**config.mk**
```make
export PLATFORM = sky130hd
export DESIGN_NAME = char_ctl
export DESIGN_NICKNAME = d
export VERILOG_FILES = /design/src/rtl/vga_pkg.sv /design/src/rtl/char_pkg.sv /design/src/rtl/frame_tick_gen.sv /design/src/rtl/char_ctl.sv
export SDC_FILE = /design/constraint.sdc
export NUM_CORES = 1
export LEC_CHECK = 0
export BUFFER_PORTS_ARGS = -buffer_cell sky130_fd_sc_hd__buf_2
export CORE_UTILIZATION = 60
export CTS_CLUSTER_SIZE = 24
export DETAILED_ROUTE_END_ITERATION = 8
export GPL_TIMING_DRIVEN = 0
export HOLD_SLACK_MARGIN = 0.03
export PLACE_DENSITY_LB_ADDON = 0.15
export SLEW_MARGIN = 5
export SYNTH_ARGS = -nofsm -noshare
export SYNTH_HDL_FRONTEND = slang
export SYNTH_SLANG_ARGS = --single-unit
```
**constraint.sdc**
```tcl
create_clock -name clk -period 3.9 [get_ports clk]
set_clock_uncertainty 0.1 [all_clocks]
set_input_delay 0.39 -clock clk [delete_from_list [all_inputs] [get_ports clk]]
set_output_delay 0.39 -clock clk [all_outputs]
set_load 0.005 [all_outputs]
```
**src/rtl/vga_pkg.sv**
```systemverilog
// Visible VGA raster dimensions shared by every stage of the video pipeline.
package vga_pkg;
   localparam int HOR_PIXELS = 800;
   localparam int VER_PIXELS = 600;
endpackage

```
**src/rtl/char_pkg.sv**
```systemverilog
// Character geometry shared with the sprite draw stage, plus the movement state encoding.
package char_pkg;
   import vga_pkg::*;

   localparam int CHAR_HGT      = 26;
   localparam int CHAR_LNG      = 19;
   localparam int GROUND_OFFSET = 50;

   typedef enum logic [1:0] {
      GROUND  = 2'd0,
      JUMP_UP = 2'd1,
      FALL    = 2'd2
   } char_state_t;
endpackage

```
**src/rtl/frame_tick_gen.sv**
```systemverilog
// One-cycle frame strobe, raised the cycle after vblnk is sampled rising.
module frame_tick_gen (
   input  logic clk,
   input  logic rst,
   input  logic vblnk,
   output logic tick
);
   logic vblnk_q, vblnk_d;
   logic tick_q, tick_d;

   always_comb begin
      vblnk_d = vblnk;
      tick_d  = vblnk & ~vblnk_q;
   end

   always_ff @(posedge clk) begin
      if (rst) begin
         vblnk_q <= 1'b0;
         tick_q  <= 1'b0;
      end else begin
         vblnk_q <= vblnk_d;
         tick_q  <= tick_d;
      end
   end

   assign tick = tick_q;
endmodule

```
**src/rtl/char_ctl.sv**
```systemverilog
// Per-frame character movement: walking, jumping and gravity, clamped to the screen and ground line.
module char_ctl
   import vga_pkg::*;
   import char_pkg::*;
#(
   parameter int MOVE_STEP = 2,
   parameter int JUMP_VEL  = 12,
   parameter int GRAVITY   = 1,
   parameter int MAX_FALL  = 12
) (
   input  logic        clk,
   input  logic        rst,
   input  logic        vblnk,
   input  logic        btn_left,
   input  logic        btn_right,
   input  logic        btn_jump,
   input  logic [1:0]  game_active,
   input  logic [3:0]  current_health,
   output logic [11:0] pos_x,
   output logic [11:0] pos_y,
   output logic        flip_h,
   output logic        on_ground
);
   localparam int GROUND_Y = VER_PIXELS - GROUND_OFFSET - CHAR_HGT;
   localparam int SPAWN_X  = HOR_PIXELS / 5;
   localparam int X_MIN    = CHAR_LNG;
   localparam int X_MAX    = HOR_PIXELS - 1 - CHAR_LNG;
   localparam int Y_MIN    = CHAR_HGT;

   localparam logic signed [12:0] X_MIN_S  = 13'(X_MIN);
   localparam logic signed [12:0] X_MAX_S  = 13'(X_MAX);
   localparam logic signed [12:0] Y_MIN_S  = 13'(Y_MIN);
   localparam logic signed [12:0] GND_Y_S  = 13'(GROUND_Y);
   localparam logic signed [12:0] STEP_S   = 13'(MOVE_STEP);
   localparam logic signed [7:0]  GRAV_S   = 8'(GRAVITY);
   localparam logic signed [7:0]  VEL_MIN  = 8'(-MAX_FALL);

   logic               tick;
   logic [11:0]        pos_x_q, pos_x_d;
   logic [11:0]        pos_y_q, pos_y_d;
   logic signed [7:0]  vel_q, vel_d;
   char_state_t        state_q, state_d;
   logic               flip_q, flip_d;
   logic               on_ground_q, on_ground_d;
   logic               jump_prev_q, jump_prev_d;

   logic               alive, move_l, move_r, jump_req;
   logic signed [12:0] x_ext, y_new;
   logic signed [7:0]  vel_dec;

   frame_tick_gen u_tick (
      .clk   (clk),
      .rst   (rst),
      .vblnk (vblnk),
      .tick  (tick)
   );

   always_comb begin
      pos_x_d     = pos_x_q;
      pos_y_d     = pos_y_q;
      vel_d       = vel_q;
      state_d     = state_q;
      flip_d      = flip_q;
      jump_prev_d = jump_prev_q;
      alive       = |current_health;
      move_l      = alive & btn_left & ~btn_right;
      move_r      = alive & btn_right & ~btn_left;
      jump_req    = btn_jump & ~jump_prev_q;
      x_ext       = $signed({1'b0, pos_x_q});
      y_new       = $signed({1'b0, pos_y_q}) - $signed({{5{vel_q[7]}}, vel_q});
      vel_dec     = vel_q - GRAV_S;
      if (vel_dec < VEL_MIN) vel_dec = VEL_MIN;

      if (tick) begin
         if (game_active != 2'd1) begin
            // Leaving play respawns the character exactly as reset does.
            pos_x_d     = 12'(SPAWN_X);
            pos_y_d     = 12'(GROUND_Y);
            vel_d       = '0;
            state_d     = GROUND;
            flip_d      = 1'b0;
            jump_prev_d = 1'b0;
         end else begin
            jump_prev_d = btn_jump;
            if (move_l) begin
               x_ext  = x_ext - STEP_S;
               flip_d = 1'b1;
            end else if (move_r) begin
               x_ext  = x_ext + STEP_S;
               flip_d = 1'b0;
            end
            if (x_ext < X_MIN_S)      x_ext = X_MIN_S;
            else if (x_ext > X_MAX_S) x_ext = X_MAX_S;
            pos_x_d = x_ext[11:0];

            if (state_q == GROUND) begin
               pos_y_d = 12'(GROUND_Y);
               vel_d   = '0;
               if (jump_req && alive) begin
                  pos_y_d = pos_y_q - 12'(JUMP_VEL);
                  vel_d   = 8'(JUMP_VEL - GRAVITY);
                  state_d = JUMP_UP;
               end
            end else if (y_new >= GND_Y_S) begin
               pos_y_d = 12'(GROUND_Y);
               vel_d   = '0;
               state_d = GROUND;
            end else if (y_new < Y_MIN_S) begin
               pos_y_d = 12'(Y_MIN);
               vel_d   = '0;
               state_d = FALL;
            end else begin
               pos_y_d = y_new[11:0];
               vel_d   = vel_dec;
               if (state_q == JUMP_UP && vel_dec <= 0) state_d = FALL;
            end
         end
      end
      on_ground_d = (state_d == GROUND);
   end

   always_ff @(posedge clk) begin
      if (rst) begin
         pos_x_q     <= 12'(SPAWN_X);
         pos_y_q     <= 12'(GROUND_Y);
         vel_q       <= '0;
         state_q     <= GROUND;
         flip_q      <= 1'b0;
         on_ground_q <= 1'b1;
         jump_prev_q <= 1'b0;
      end else begin
         pos_x_q     <= pos_x_d;
         pos_y_q     <= pos_y_d;
         vel_q       <= vel_d;
         state_q     <= state_d;
         flip_q      <= flip_d;
         on_ground_q <= on_ground_d;
         jump_prev_q <= jump_prev_d;
      end
   end

   assign pos_x     = pos_x_q;
   assign pos_y     = pos_y_q;
   assign flip_h    = flip_q;
   assign on_ground = on_ground_q;
endmodule

```
==> reports/results.ini, run 1 <==
[pwr]
finalPower_uw=1160
p_leak_uw=0.00155
peakVddDrop_mv=0.314
powerDensity_nw_per_um2=289

[synthesis]
synth_top_area_cell=dfxtp_1
synth_top_area_share_pct=21.8
synthFlopType=dfxtp_1
synth-edff-count=0
ys_ff_latch=39
async_reset_ff_share_pct=0
postSynthCellCount=482
synth_area_um2=3580
yosysUniqueCellTypes=68
synth_most_common_cell=dfxtp_1
syn_avg_cell_area_um2=7.43
synth_common_cells=dfxtp_1, a21oi_1, nor2_1, nand2_1, inv_1
yosysWarnings=0
seq_area_frac_synth_pct=21.8
syn_nets=512
synth_area_leaders=dfxtp_1, ha_1, a21oi_1

[floorplan]
start_util_pct=63.5
core_area_um2=5640
top_level_ports=38
rows=27
die_h_um=79.3
fp.dieW_um=79.3
design.die.area_um2=6290

[critical_path]
start_kind=register
path_class=reg2reg
slowest_stage=or4_1
crit_chain=ha_1 -> inv_1 -> fa_1 -> a21o_1 -> a21o_1 -> a311oi_2 -> o31ai_2 -> or4_1 -> mux2_2 -> buf_2 -> a41oi_1 -> o22ai_1
crit_path_end_kind=register
crit_fanout=10
cp.depth=12
path_delay_family=compound AO/OA/AOI/OAI gates
worstRegToRegCells=12
worst-path-buf-inv=2
crit_path_frequent_cell=a21o_1
critPathRequiredTime_ps=3980
cpPeakStageDelay_ps=610
arrival_ps=3820

[outcome]
outcome=finished clean

[sta]
maxSlewHeadroom_pct=26.7
max_freq_mhz=268
worst_hold_slack_ps=233
hold_viol=0
setup_viol_count_final=0
grt_setup_unrepaired=no
min_period_ps=3730
finalCritPeriodShare_pct=95.8
tns_ps=0
worst_slew_pin_slew_ps=1100
slew_viol_final=0

[layout]
final_area_um2=4020
nFillCells=481
multi_input_area_um2=2630
syn_to_final_growth_pct=12.0
fin_cells=599
layout-drive-gt1-share_pct=13.3
ff_latch_area_um2=785
finalNetCount=556
n_antenna_cell=0

[global_route]
grt_max_degree=14
grt_usage_pct=34.2
grt_pass1_vias=3773
grt_pass1_wl_um=17100
overflow=0
antenna_found_initial=0

[clock_network]
cts_tree=yes
clkTransAtPathRegs_ps=90
htreeDepth=2
cts_sinks=39
cts_buffers=5
cts.path.max_buffers=2
cts_setup_buffers=0
cts_root_buf=clkbuf_8
clk_latency_ps=300

[routing]
drtAntennaViolNets=0
routed_wl_um=10500
drt_iter0_drc=269
vias_per_cell=6.78
drc=0
vias=4060
routedWlPerCell_um=17.5
drt_first_pass_iters=5

[place]
placedCellCount=591
portBuffers=37
dp_hpwl_um=7910
place_congestion=0.909
placed_cell_area_um2=3860

[min_path]
hold_path_class=in2reg
whs_path_depth=2

[run]
drv_cap=0

==> logic make-up after synthesis <==
family / synth area share, %
buf+inv: 5.80
xor+xnor: 4.15
mux: 0.908
simple gates: 28.6
compound gates: 32.3
flops: 21.8
fa+ha+maj: 6.49
==> path summary, 6_finish.rpt <==
check / end / slack, ps / startpoint
max: vel_q[6] / 170 / vel_q[0]
min: u_tick.vblnk_q / 230 / vblnk
max reg2reg: vel_q[6] / 170 / vel_q[0]
min reg2reg: u_tick.tick / 290 / u_tick.vblnk_q
==> metal layers <==
layer / share of wire [%] / vias up / GRT usage [%]
met4: 3.9 / 0 / 16.0
li1: - / 1957 / -
met2: 49 / 192 / 60.7
met3: 5.8 / 40 / 3.91
met5: 0 / - / 0
met1: 42 / 1871 / 40.8
==> flip-flops by register name (all words and copies together) (netlist names) <==
register	cells
u_tick.vblnk_q	1
pos_y	12
state_q	2
on_ground	1
flip_h	1
vel_q	8
u_tick.tick	1
pos_x	12
jump_prev_q	1
==> through the flow <==
step / setup slack [ps] / utilization, %
after floorplan: 442 / -
after global placement: 76.0 / 68.4
after detailed placement: -17.1 / 68.4
after CTS: 72.6 / 70.4
after global routing: 18.2 / 71.2
final: 165 / 71.2
==> timing repair <==
| action | CTS | global route |
|---|---|---|
| gates resized for setup | 1 | 9 |
| endpoints found under the setup margin | 2 | 13 |
| hold buffers | 0 | 0 |
| pin swaps | 0 | 1 |
==> report_power, final <==
| part | internal, µW | switching [µW] |
|---|---|---|
| Clock | 191 | 159 |
| Combinational | 148 | 247 |
| Sequential | 405 | 11.0 |
| Total | 744 | 417 |
==> area by class of cell <==
class | instances | area share (%)
multi-input combinational | 394 | 65.6
sequential | 39 | 19.5
timing repair buffer | 37 | 4.61
buffer | 23 | 2.77
inverter | 26 | 2.43
tap | 72 | 2.24
clock buffer | 5 | 1.71
clock inverter | 3 | 1.09
==> cells in the final DEF, fill, tap and decap left out, types with 5 or more instances in the layout <==
cell type	n
xnor2_1	10
inv_1	26
and3_1	6
o31ai_1	6
or3_1	8
dfxtp_1	38
nor3_1	19
ha_1	17
or4_1	6
a31oi_1	11
clkbuf_8	5
nand2_1	34
o211ai_1	5
clkbuf_1	14
buf_2	40
nand3_1	22
a41oi_1	5
o22ai_1	8
nor2_1	35
a21oi_1	38
a21o_1	14
nand4_1	8
or2_2	5
a211oi_1	8
nor2b_1	5
xor2_1	7
nor4_1	9
and2_1	10
o21ai_0	20
No activity file was read; power rests on OpenSTA's default activity.
==> run 2, diff against run 1 <==
- ABC_AREA: not set -> 1
- GPL_TIMING_DRIVEN: 0 -> 1
- TNS_END_PERCENT: not set -> 100
==> run 2 against run 1 <==
Net effect:
- maximum frequency increased by 25%
- worst hold slack got worse by 33 ps
- die area increased by 2.5%
- combinational power decreased by 34%
- worst setup slack improved by 750 ps
- non-clock buffer count decreased by 22
- highest routed layer unchanged
- utilization decreased by 3.9 points
==> reports/results.ini, run 2 <==
[outcome]
outcome=finished clean

[sta]
min_period_ps=2980  ; -753 ps
max_freq_mhz=335  ; +25%
maxSlewHeadroom_pct=53.9  ; +27 points
hold_viol=0  ; unchanged
worst_slack_ps=918  ; +753 ps
tns_ps=0  ; unchanged
grt_setup_unrepaired=no
setup_viol_count_final=0  ; unchanged
worst_slew_pin_slew_ps=692  ; -406 ps
finalCritPeriodShare_pct=76.5  ; -19 points
slew_viol_final=0  ; unchanged

[global_route]
grt_usage_pct=32.5  ; -1.7 points
overflow=0  ; unchanged
antenna_found_initial=0  ; unchanged
grt_pass1_wl_um=16200  ; -5.1%
grt_pass1_vias=3655  ; -3.1%
grt_max_degree=37  ; +23

[critical_path]
cpPeakStageDelay_ps=350  ; -260 ps
critPathRequiredTime_ps=4000  ; +20 ps
path_class=reg2reg
slowest_stage=ha_1
start_kind=register
crit_fanout=6  ; -4
arrival_ps=3090  ; -730 ps
crit_chain=inv_1 -> ha_1 -> nand3_1 -> nor3_1 -> xor2_1 -> nor3b_1 -> nand3_1 -> ha_1 -> inv_1 -> nand2_1 -> nor2_1 -> nand2_1 -> nor2_1 -> nand3_1 -> nand2_1 -> a21oi_1 -> nand3_1 -> nand3_1 -> nand2_1 -> inv_1 -> nand3_1 -> nand2_1
crit_path_end_kind=register
crit_path_frequent_cell=nand3_1

[pwr]
finalPower_uw=1030  ; -12%
power.internal_uw=681  ; -8.4%
comb_power_share_pct=25.4  ; -8.6 points
p_seq_share_pct=40.9  ; +5.1 points
p_leak_uw=0.00199  ; +28%
clkPwrFrac_pct=33.6  ; +3.4 points
peakVddDrop_mv=0.183  ; -42%
powerDensity_nw_per_um2=258  ; -11%
net-switching-power_uw=345  ; -17%
p_sw_share_pct=33.6  ; -2.3 points

[synthesis]
synth_common_cells=nand2_1, inv_1, nor2_1, nand3_1, a21oi_1
yosysUniqueCellTypes=40  ; -41%
yosysWarnings=0  ; unchanged
syn_avg_cell_area_um2=5.73  ; -23%
synth_area_leaders=nand2_1, dfxtp_1, nand3_1
seq_area_frac_synth_pct=21.2  ; -0.55 points
syn_nets=672  ; +31%
postSynthCellCount=642  ; +33%
async_reset_ff_share_pct=0  ; unchanged
synth_area_um2=3680  ; +2.6%
synth_most_common_cell=nand2_1
synthFlopType=dfxtp_1
synth_top_area_share_pct=22.3  ; +0.47 points
synth_top_area_cell=nand2_1
ys_ff_latch=39  ; unchanged
synth-edff-count=0  ; unchanged

[clock_network]
cts.path.max_buffers=2  ; unchanged
cts_tree=yes
clk_latency_ps=310  ; about the same
htreeDepth=2  ; unchanged
cts_sinks=39  ; unchanged
cts_buffers=5  ; unchanged
cts_hold_buf=0  ; unchanged
cts_root_buf=clkbuf_8
clkTransAtPathRegs_ps=90  ; about the same
cts_resized=0  ; -1
cts_setup_buffers=0  ; unchanged

[routing]
drc=0  ; unchanged
vias=4095  ; +0.86%
vias_per_cell=5.49  ; -19%
routedWlPerCell_um=13.2  ; -25%
drt_iter0_drc=225  ; -16%
drtAntennaViolNets=0  ; unchanged
routed_wl_um=9820  ; -6.2%
drt_first_pass_iters=7  ; +2

[layout]
ff_latch_area_um2=781  ; -0.48%
fin_cells=746  ; +25%
final_cell_mix=nand2_1, inv_1, nor2_1
nFillCells=577  ; +20%
syn_to_final_growth_pct=8.37
n_antenna_cell=0  ; unchanged
layout_commonest_cell=nand2_1
finalNetCount=700  ; +26%
layout-drive-gt1-share_pct=10.6  ; -2.7 points
multi_input_area_um2=2490  ; -5.5%

[floorplan]
fp.dieW_um=80.3  ; +1.3%
start_util_pct=62.1  ; -1.4 points
rows=28  ; +3.7%
design.die.area_um2=6440  ; +2.5%
top_level_ports=38  ; unchanged
core_area_um2=5920  ; +4.9%
die_h_um=80.3  ; +1.3%

[place]
pre_cts_slack_ps=923  ; +940 ps
place_congestion=0.947  ; +4.2%
placedCellCount=738  ; +25%
portBuffers=37  ; unchanged
dp_hpwl_um=7810  ; -1.3%

[min_path]
hold_path_class=in2reg

[run]
drv_cap=0  ; unchanged

[run 2: cell count changes in the layout (fill, tap and decap cells not counted), moves of 10 or more]
cell | previous run | this run
a21o_1 | 14 | 0
and2_1 | 10 | 0
clkbuf_1 | 14 | 0
inv_1 | 26 | 80
nand2_1 | 34 | 218
nand3_1 | 22 | 62
nor2_1 | 35 | 63
[run 2: power by group through the flow]
stage	registers [µW]	logic, µW	clock network [µW]
after floorplan	423	210	0
after global placement	429	252	0
after detailed placement	429	257	0
after CTS	420	258	352
after global routing	421	297	368
final	420	261	345
[run 2: cells by family (layout without fill, tap and decap cells)]
family                     Yosys count  count (layout)  share of synthesized area [%]
and+or+nand+nor                    385             385                           44.9
buffers and inverters              101             130                           11.1
AOI/OAI and AO/OA                   83              83                           12.5
DFF                                 39              39                           21.2
adders and majority gates           18              18                           6.33
xor gates and xnor gates            16              16                           4.02
[run 2: per-stage QoR]
step | area, µm² | hold slack (ps) | utilization, %
after global placement | 3870 | 279 | 65.4
final | 3980 | 200 | 67.3
after CTS | 3980 | 197 | 67.3
after global routing | 3980 | 228 | 67.3
after floorplan | 3680 | 274 | -
after detailed placement | 3870 | 284 | 65.4
[run 2: worst paths after layout]
| kind | startpoint | endpoint | slack, ps | depth (start not counted) |
|---|---|---|---|---|
| worst min register to register | u_tick.vblnk_q | u_tick.tick | 290 | 1 |
| worst max-delay path | vel_q[1] | on_ground | 920 | 22 |
| worst max register to register | vel_q[1] | on_ground | 920 | 22 |
| worst min-delay path | vblnk | u_tick.vblnk_q | 200 | 3 |
[run 2: critical path: cells and delay by family, from the launching register on]
family                     cells  cell delay [ps]
buffers and inverters          3              290
adders and majority gates      2              570
xor gates and xnor gates       1              140
DFF                            1              310
and+or+nand+nor               15             1400
AOI/OAI and AO/OA              1               60
[run 2: area by class of cell]
class                           instances  share of cell area (%)
Clock buffer                            5                    1.73
Clock inverter                          3                    1.10
Inverter                               84                    7.91
Tap cell                               75                    2.36
Timing Repair Buffer                   38                    4.84
Sequential cell                        39                    19.6
Multi-Input combinational cell        502                    62.5
[run 2: per-layer routing]
metal	wire length, µm	GRT usage [%]	up-vias
li1	-	-	2102
met5	0	0	-
met1	4020	36.7	1822
met3	511	5.57	43
met2	4850	57.2	128
met4	433	18.6	0
